==> config.mk <==
export PLATFORM = sky130hd
export DESIGN_NAME = alu32_sched
export DESIGN_NICKNAME = d
export VERILOG_FILES = /design/src/rtl/alu32_sched_pkg.sv /design/src/rtl/alu32_sched_rr_arb2.sv /design/src/rtl/alu32_sched.sv
export SDC_FILE = /design/constraint.sdc
export NUM_CORES = 1
export LEC_CHECK = 0
export ABC_AREA = 0
export CORE_MARGIN = 3
export CORE_UTILIZATION = 40
export DETAILED_ROUTE_END_ITERATION = 7
export MAX_ROUTING_LAYER = met4
export PLACE_DENSITY = 0.82
export SETUP_SLACK_MARGIN = 0.05
export SYNTH_ARGS = -nofsm -noshare
export SYNTH_HDL_FRONTEND = slang
export SYNTH_SLANG_ARGS = --single-unit
==> constraint.sdc <==
create_clock -name clk -period 2.2 [get_ports clk]
set_input_delay 0.33 -clock clk [delete_from_list [all_inputs] [get_ports clk]]
set_output_delay 0.33 -clock clk [all_outputs]
set_load 0.01 [all_outputs]
==> src/rtl/alu32_sched_pkg.sv <==
// alu32_sched_pkg: opcodes, FSM states, flag bit positions and counter width for the shared-ALU scheduler.
package alu32_sched_pkg;

    localparam logic [2:0] OP_NOTA = 3'd0;
    localparam logic [2:0] OP_NOTB = 3'd1;
    localparam logic [2:0] OP_AND  = 3'd2;
    localparam logic [2:0] OP_OR   = 3'd3;
    localparam logic [2:0] OP_XOR  = 3'd4;
    localparam logic [2:0] OP_XNOR = 3'd5;
    localparam logic [2:0] OP_ADD  = 3'd6;
    localparam logic [2:0] OP_SUB  = 3'd7;

    localparam int F_N = 3;
    localparam int F_Z = 2;
    localparam int F_C = 1;
    localparam int F_V = 0;

    localparam int CNT_W = 4;

    typedef enum logic [1:0] {S_IDLE, S_EXEC, S_RESP} state_t;

    function automatic logic [3:0] pack_flags(input logic n, input logic z, input logic c, input logic v);
        logic [3:0] f;
        f      = '0;
        f[F_N] = n;
        f[F_Z] = z;
        f[F_C] = c;
        f[F_V] = v;
        return f;
    endfunction

endpackage

==> src/rtl/alu32_sched_rr_arb2.sv <==
// rr_arb2: two-way round-robin arbiter; on a tie the requester not granted last time wins.
module rr_arb2 (
    input  logic [1:0] req,
    input  logic       last_grant,
    output logic [1:0] grant
);

    always_comb grant = (req == 2'b11) ? (last_grant ? 2'b01 : 2'b10) : req;

endmodule

==> src/rtl/alu32_sched.sv <==
// alu32_sched: shares one external combinational 32-bit ALU between two requesters
// with round-robin grant, ALU_LAT-cycle wait and a valid/ready tagged response.
module alu32_sched
    import alu32_sched_pkg::*;
#(
    parameter int ALU_LAT = 1
) (
    input  logic        clk,
    input  logic        reset_n,
    input  logic        req0_valid,
    output logic        req0_ready,
    input  logic [2:0]  req0_op,
    input  logic [31:0] req0_a,
    input  logic [31:0] req0_b,
    input  logic        req1_valid,
    output logic        req1_ready,
    input  logic [2:0]  req1_op,
    input  logic [31:0] req1_a,
    input  logic [31:0] req1_b,
    output logic [2:0]  alu_op,
    output logic [31:0] alu_a,
    output logic [31:0] alu_b,
    input  logic [31:0] alu_result,
    input  logic        alu_c,
    input  logic        alu_n,
    input  logic        alu_z,
    input  logic        alu_v,
    output logic        rsp_valid,
    input  logic        rsp_ready,
    output logic        rsp_id,
    output logic [31:0] rsp_result,
    output logic [3:0]  rsp_flags,
    output logic [3:0]  status_flags,
    output logic        busy
);

    state_t           state, state_nx;
    logic [CNT_W-1:0] cnt;
    logic             last_grant;
    logic [1:0]       grant;
    logic             accept, done, hs;

    rr_arb2 u_arb (
        .req        ({req1_valid, req0_valid}),
        .last_grant (last_grant),
        .grant      (grant)
    );

    always_comb begin
        accept = (state == S_IDLE) && (|grant);
        done   = (state == S_EXEC) && (cnt == '0);
        hs     = (state == S_RESP) && rsp_ready;
    end

    always_ff @(posedge clk or negedge reset_n)
        if (!reset_n) state <= S_IDLE;
        else          state <= state_nx;

    always_comb state_nx = accept ? S_EXEC : done ? S_RESP : hs ? S_IDLE : state;

    // Ready is gated by reset so a held-low reset never shows an accept.
    always_comb begin
        req0_ready = reset_n && (state == S_IDLE) && grant[0];
        req1_ready = reset_n && (state == S_IDLE) && grant[1];
        rsp_valid  = (state == S_RESP);
        busy       = (state != S_IDLE);
    end

    always_ff @(posedge clk or negedge reset_n) begin
        if (!reset_n) begin
            cnt          <= '0;
            last_grant   <= 1'b1;
            alu_op       <= '0;
            alu_a        <= '0;
            alu_b        <= '0;
            rsp_id       <= 1'b0;
            rsp_result   <= '0;
            rsp_flags    <= '0;
            status_flags <= '0;
        end else begin
            if (accept) begin
                alu_op <= grant[1] ? req1_op : req0_op;
                alu_a  <= grant[1] ? req1_a  : req0_a;
                alu_b  <= grant[1] ? req1_b  : req0_b;
                rsp_id <= grant[1];
                cnt    <= CNT_W'(ALU_LAT - 1);
            end
            if (state == S_EXEC && cnt != '0) cnt <= cnt - 1'b1;
            if (done) begin
                rsp_result <= alu_result;
                rsp_flags  <= pack_flags(alu_n, alu_z, alu_c, alu_v);
            end
            if (hs) begin
                status_flags <= rsp_flags;
                last_grant   <= rsp_id;
            end
        end
    end

endmodule

==> summary.md, run 1 <==
| Metric | Value |
|---|---|
| Final nets | `823` |
| LEAKAGE | `3.80 nW` |
| Metal-1 WL | `5.72 mm` |
| Core area | `0.0128 mm²` |
| I/O Pins | `287` |
| Cts bufs inserted | `17` |
| Status | `complete, no violations` |
| Hold slack | `95.4 ps` |
| Clock buffer depth | `2` |
| Final period util | `0.946` |
| TritonCTS clock tree | `yes` |
| Post-synth top flop | `dfrtp_1` |
| Input/output buffers | `286` |
| Uppermost layer routed | `met4` |
| Clock skew | `7.92 ps` |
| CTS H-tree lvls | `4` |
| Count of final max-slew check failures | `0` |
| CP Launch Point | `req1_valid` |
| Slew headroom | `0.523` |
| Vias in the first global route | `4515` |
| Diode count | `0` |
| DR WL met3 | `1.09 mm` |
| Post-synthesis instance total | `343` |
| Yosys reg bits | `115` |
| Max Freq | `480 MHz` |
| Slew @ Worst Pin | `716 ps` |
| Starting density of the core | `0.417` |
| Synth Warn # | `0` |
| Mapped Area | `0.00535 mm²` |
| Die Y | `122 µm` |
| Critical Path Source Type | `input port` |
| WL met2 | `8.67 mm` |
| Cell row count | `41` |
| Filler instances | `885` |
| Synth cell types | `31` |
| Initial antenna violation count | `0` |
| Asr flop ratio synth | `1.00` |
| Area added between synthesis and finish | `70.0%` |
| Number of synthesized flops with an enable pin | `0` |
| CTS clk-pin slew, worst paths | `60 ps` |
| Minimum clock period | `2080 ps` |
| Die footprint | `0.0148 mm²` |
| Sequential area share after synthesis | `0.538` |
| Syn Nets | `519` |
| RSZ-0062 raised after global routing | `no` |
| Tot Pwr | `0.0124 W` |
| Setup crit end kind | `primary output` |
| Root buffer cell | `clkbuf_16` |
| Mean Syn Cell Area | `15.6 µm²` |
| Total GRT Usage | `0.217` |
| Largest net degree at the start of global routing | `56` |
| Via count | `4002` |
| Congestion Overflow GR | `0` |
| Max_cap viols | `0` |
| Final Hold Fails | `0` |
| First-pass GRT wire length | `24.0 mm` |
| CP Class | `input port to primary output` |
| # DRC | `0` |
| RR Startpoint | `cnt[0]$_DFFE_PN0P_` |
| Post-Route WL | `15.7 mm` |
| Layout cells sized above 1 | `0.352` |
| Setup violators final | `0` |
| Clk Latency, worst-skew pair | `400 ps` |
| Power per cell area | `1370 mW/mm²` |
| Routability cong. | `0.808` |
| DR iter-0 viols | `175` |
| Sum Neg Setup Slack | `0 ps` |
| Die X | `122 µm` |
| First-pass DRT Iterations | `4` |
| IR drop worst, VDD | `0.753 mV` |
| Antenna Nets Post-Route | `0` |
| Via-per-instance ratio | `4.81` |
| DR WL/cell | `18.9 µm` |
| CP max FO | `3` |
| Clock sink total | `115` |
| Hpwl dp | `12.2 mm` |
| Data arrival time of the worst path | `1750 ps` |
| Worst endpoint required time | `1870 ps` |
| Post-Route Utilization | `0.709` |
| Worst hold-check path type | `input port to async pin` |
## cell usage in the layout (no fill, tap or decap)
cell,count
clkdlybuf4s50_1,285
mux2_2,149
dfrtp_1,114
mux2_4,26
clkbuf_16,17
buf_4,13
clkinv_2,5
buf_12,5
inv_1,4
nand2b_1,3
o31ai_1,3
clkbuf_8,3
bufinv_16,3
nor2_4,2
o21ai_0,2
a211oi_1,2
a31o_2,2
o221ai_1,2
clkinvlp_4,2
clkbuf_1,2
inv_2,1
o2111a_1,1
a21boi_4,1
and3_1,1
nor2b_1,1
nor2_1,1
nor3b_4,1
nand2b_4,1
nand3b_1,1
a21o_1,1
nand2_1,1
a22o_1,1
or4_1,1
ha_1,1
dlygate4sd3_1,1
dfstp_2,1
## stage by stage
stage	std cells	setup slack [ps]	area (µm²)
after floorplan	343	501	5350
after global placement	798	118	8470
after detailed placement	798	70.8	8470
after CTS	831	60.5	9090
after global routing	832	50.5	9100
final	832	118	9100
## cell usage after synthesis (2+ instances only)
master / count / share of area
o31ai_1: 3 / 0.0042
a211oi_1: 2 / 0.0028
mux2_2: 149 / 0.31
buf_2: 10 / 0.0094
o221ai_1: 2 / 0.0033
dfrtp_1: 114 / 0.53
buf_6: 6 / 0.013
inv_1: 4 / 0.0028
mux2_4: 26 / 0.073
a31o_2: 2 / 0.0033
o21ai_0: 2 / 0.0019
buf_4: 2 / 0.0028
nand2b_1: 3 / 0.0035
## per-layer routing
metal  global-route usage  vias to the layer above
met5                    -                        -
met4               0.0735                        0
met3               0.0617                       15
met2                0.391                      171
met1                0.229                     1962
li1                     -                     1854
## sequential cells by signal (all words and copies together) (netlist names)
register      cells
status_flags      4
alu_a            32
alu_b            32
rsp_flags         4
state             2
rsp_id            1
last_grant        1
rsp_result       32
alu_op            3
cnt               4
## cell families (layout without fill, tap and decap cells)
family,after synthesis,count (layout),share of synthesized area
multiplexers,175,175,0.386
adder cells (fa/ha/maj),1,1,0.00234
flip-flops,115,115,0.538
buffers and inverters,24,341,0.0311
AO/OA/AOI/OAI,15,15,0.0227
AND/OR/NAND/NOR,13,13,0.0194
## critical path: stages
cell             delay [ps]
clkdlybuf4s50_1         480
a21boi_4                220
and3_1                  180
clkdlybuf4s50_1         530
## power by group
part	leakage, nW	total [W]	internal [W]	switching [W]
clock network	0.296	0.00278	0.00186	0.000919
logic	2.15	0.00577	0.00369	0.00208
registers	1.35	0.00388	0.00323	0.000651
total	3.80	0.0124	0.00878	0.00365
## path summary, 6_finish.rpt
kind / to / slack [ps] / cells after the start
worst max-delay path: req1_ready / 120 / 4
worst min-delay path: rsp_result[10]$_DFFE_PN0P_ / 100 / 2
worst max register to register: rsp_result[13]$_DFFE_PN0P_ / 390 / 6
worst min register to register: status_flags[1]$_DFFE_PN0P_ / 500 / 1
max in group asynchronous: alu_a[6]$_DFFE_PN0P_ / 1520 / 2
min in group clk: status_flags[1]$_DFFE_PN0P_ / 500 / 1
## final cells by class
| type | count | area [µm²] | area share |
|---|---|---|---|
| timing repair buffer | 304 | 3060 | 0.336 |
| sequential | 115 | 2880 | 0.317 |
| multi-input combinational | 204 | 2320 | 0.255 |
| clock buffer | 22 | 474 | 0.0521 |
| tap | 172 | 215 | 0.0237 |
| clock inverter | 10 | 130 | 0.0143 |
| inverter | 5 | 18.8 | 0.00206 |
## repair_timing
action,4_1_cts,5_1_grt
endpoints found under the setup margin,2,2
pin swaps,0,1
gates cloned,0,0
setup buffers,0,1
hold endpoints to repair,8,0
resized for setup,1,0
hold buffers,1,0
No activity file was read; power rests on OpenSTA's default activity.
==> inputs of run 2 (changes only) <==
--- a/config.mk
+++ b/config.mk
@@ -6,6 +6,7 @@
 export NUM_CORES = 1
 export LEC_CHECK = 0
 export ABC_AREA = 0
+export ABC_CLOCK_PERIOD_IN_PS = 2200
 export CORE_MARGIN = 3
 export CORE_UTILIZATION = 40
 export DETAILED_ROUTE_END_ITERATION = 7
==> results of run 2 <==
No change in the layout: final DEF, timing and power equal those of run 1.
==> inputs of run 3 (changes only) <==
--- a/config.mk
+++ b/config.mk
@@ -12,6 +12,7 @@
 export DETAILED_ROUTE_END_ITERATION = 7
 export MAX_ROUTING_LAYER = met4
 export PLACE_DENSITY = 0.82
+export REMOVE_ABC_BUFFERS = 1
 export SETUP_SLACK_MARGIN = 0.05
 export SYNTH_ARGS = -nofsm -noshare
 export SYNTH_HDL_FRONTEND = slang
==> run 3 against run 2 <==
  * Clock-buffer cell count is 4 lower
  * Power is 1.6% higher
  * Sequential power barely moved
  * Cell count increased by 0.12%
  * Highest routed layer unchanged
==> summary.md, run 3 (synthesized netlist as in run 1, its figures left out) <==
| Metric | Value |
|---|---|
| Final Hold Fails | `0 (unchanged)` |
| Root buffer cell | `clkbuf_16` |
| Antenna Nets Post-Route | `0 (unchanged)` |
| CP Class | `input port to primary output` |
| Clock skew | `6.78 ps (-1.14 ps)` |
| TritonCTS clock tree | `yes` |
| Critical path's top delay family | `buffers and inverters` |
| Slew headroom | `0.389 (-0.134)` |
| Most common cell on crit path | `clkdlybuf4s50_1` |
| Power per cell area | `1380 mW/mm² (+0.84%)` |
| Core area | `0.0128 mm² (unchanged)` |
| Clk Latency, worst-skew pair | `410 ps (about the same)` |
| Fin area | `0.00916 mm² (+0.73%)` |
| Data arrival time of the worst path | `1750 ps (about the same)` |
| Sequential cell area | `0.00288 mm² (about the same)` |
| Clock sink total | `115 (unchanged)` |
| Initial antenna violation count | `0 (unchanged)` |
| Worst endpoint required time | `1870 ps (about the same)` |
| Hpwl dp | `11.6 mm (-5.0%)` |
| CP Launch Point | `req1_valid` |
| Vias in the first global route | `4446 (-1.5%)` |
| Die X | `122 µm (unchanged)` |
| Largest net degree at the start of global routing | `74 (+32%)` |
| Count of final max-slew check failures | `0 (unchanged)` |
| Filler instances | `841 (-5.0%)` |
| CP max FO | `3 (unchanged)` |
| Layout cells sized above 1 | `0.359 (+0.00703)` |
| Setup crit end kind | `primary output` |
| Diode count | `0 (unchanged)` |
| Post-Route WL | `15.4 mm (-1.9%)` |
| Die Y | `122 µm (unchanged)` |
| Commonest non-fill, non-tap cell in the layout | `clkdlybuf4s50_1` |
| Most frequent cells in the layout | `clkdlybuf4s50_1, mux2_2, dfrtp_1` |
| Top Registers | `alu_a (32), alu_b (32), rsp_result (32)` |
| Cell row count | `41 (unchanged)` |
| Area added between synthesis and finish | `71.2%` |
| Setup violators final | `0 (unchanged)` |
| Area after DPL | `0.00850 mm² (+0.41%)` |
| First-pass GRT wire length | `23.3 mm (-2.8%)` |
| Slew @ Worst Pin | `917 ps (+201 ps)` |
| Final period util | `0.946 (about the same)` |
| Max_cap viols | `0 (unchanged)` |
| CTS H-tree lvls | `4 (unchanged)` |
| DR iter-0 viols | `172 (-1.7%)` |
| DR WL/cell | `18.5 µm (-2.0%)` |
| Max Freq | `481 MHz (about the same)` |
| Total GRT Usage | `0.212 (-0.00529)` |
| Input/output buffers | `286 (unchanged)` |
| Worst path slowest cell | `clkdlybuf4s50_1` |
| IR drop worst, VDD | `0.938 mV (+25%)` |
| Via-per-instance ratio | `4.83 (+0.50%)` |
| RR Startpoint | `cnt[0]$_DFFE_PN0P_` |
| Via count | `4027 (+0.62%)` |
| RSZ-0062 raised after global routing | `no` |
| Max stage delay on crit path | `540 ps (about the same)` |
| CTS clk-pin slew, worst paths | `50 ps (about the same)` |
| LEAKAGE | `3.83 nW (+0.89%)` |
| Multi-input gate area | `0.00232 mm² (unchanged)` |
| Routability cong. | `0.808 (unchanged)` |
| I/O Pins | `287 (unchanged)` |
| Status | `complete, no violations` |
| Worst hold-check path type | `input port to async pin` |
| Post CTS Setup Buffer Count | `0 (unchanged)` |
| Cts bufs inserted | `17 (unchanged)` |
| Buf/Inv on CP | `2 (unchanged)` |
| # DRC | `0 (unchanged)` |
| First-pass DRT Iterations | `4 (unchanged)` |
| Clock buffer depth | `2 (unchanged)` |
| CP Cell Sequence | `clkdlybuf4s50_1, a21boi_4, and3_1, clkdlybuf4s50_1` |
| Congestion Overflow GR | `0 (unchanged)` |
| Fin cells | `833 (+0.12%)` |
| Minimum clock period | `2080 ps (-1.08 ps)` |
| Cells after DPL | `801 (+0.38%)` |
| Die footprint | `0.0148 mm² (unchanged)` |
| Critical Path Source Type | `input port` |
| Final nets | `824 (+0.12%)` |
| Starting density of the core | `0.417 (unchanged)` |
==> run 3: cell count changes in the layout (fill, tap and decap cells not counted), moves of 2 or more <==
| cell | previous run | this run |
|---|---|---|
| clkbuf_1 | 2 | 0 |
| clkbuf_8 | 3 | 1 |
| bufinv_16 | 3 | 5 |
| clkinv_4 | 0 | 2 |
==> run 3: final timing paths <==
| path | endpoint | slack, ps | cells after the start |
|---|---|---|---|
| setup / recovery | req1_ready | 120 | 4 |
| hold / removal | alu_b[18]$_DFFE_PN0P_ | 30 | 2 |
| setup reg to reg | rsp_result[13]$_DFFE_PN0P_ | 380 | 6 |
| hold reg to reg | alu_a[2]$_DFFE_PN0P_ | 500 | 1 |
| max in group asynchronous | state[0]$_DFFE_PN0P_ | 1400 | 2 |
| min in group clk | alu_a[2]$_DFFE_PN0P_ | 500 | 1 |
==> run 3: stage by stage <==
step                hold slack, ps  setup TNS, ps  setup WS [ps]  power [W]   util
finish                        31.3              0            120     0.0126  0.714
CTS                           32.8              0           89.5     0.0128  0.714
global route                  51.2              0           55.3     0.0133  0.714
global placement               470              0            104    0.00948  0.663
floorplan                     34.4         -69850          -1030    0.00649      -
detailed placement             474              0           57.8    0.00969  0.663
==> run 3: worst register-to-register path: stages, from the launching register on <==
cell and delay (ps):
dfrtp_1 420, inv_1 80, ha_1 190, nor3b_4 390, nand2b_4 90, buf_12 200
mux2_4 340
==> run 3: repair_timing <==
action | 4_1_cts | 5_1_grt
gates resized for setup | 1 | 2
endpoints found under the setup margin | 1 | 2
hold buffers | 0 | 0
==> run 3: layout make-up <==
class	count	share of cell area
Clock buffer	18	0.0479
Inverter	5	0.00205
Timing Repair Buffer	305	0.336
Tap cell	172	0.0235
Multi-Input combinational cell	204	0.253
Clock inverter	14	0.0229
Sequential cell	115	0.314
==> run 3: power breakdown <==
part	internal, W	switching [W]	total, W
sequential	0.00323	0.000644	0.00387
clock	0.00203	0.000970	0.00300
combinational	0.00369	0.00206	0.00575
total	0.00896	0.00367	0.0126
==> run 3: metal layers <==
metal / up-vias / routed length, µm / track usage
met5: - / 0 / -
met4: 0 / 238 / 0.0707
met3: 20 / 1450 / 0.0803
met2: 193 / 8000 / 0.372
met1: 1951 / 5710 / 0.219
li1: 1863 / - / -
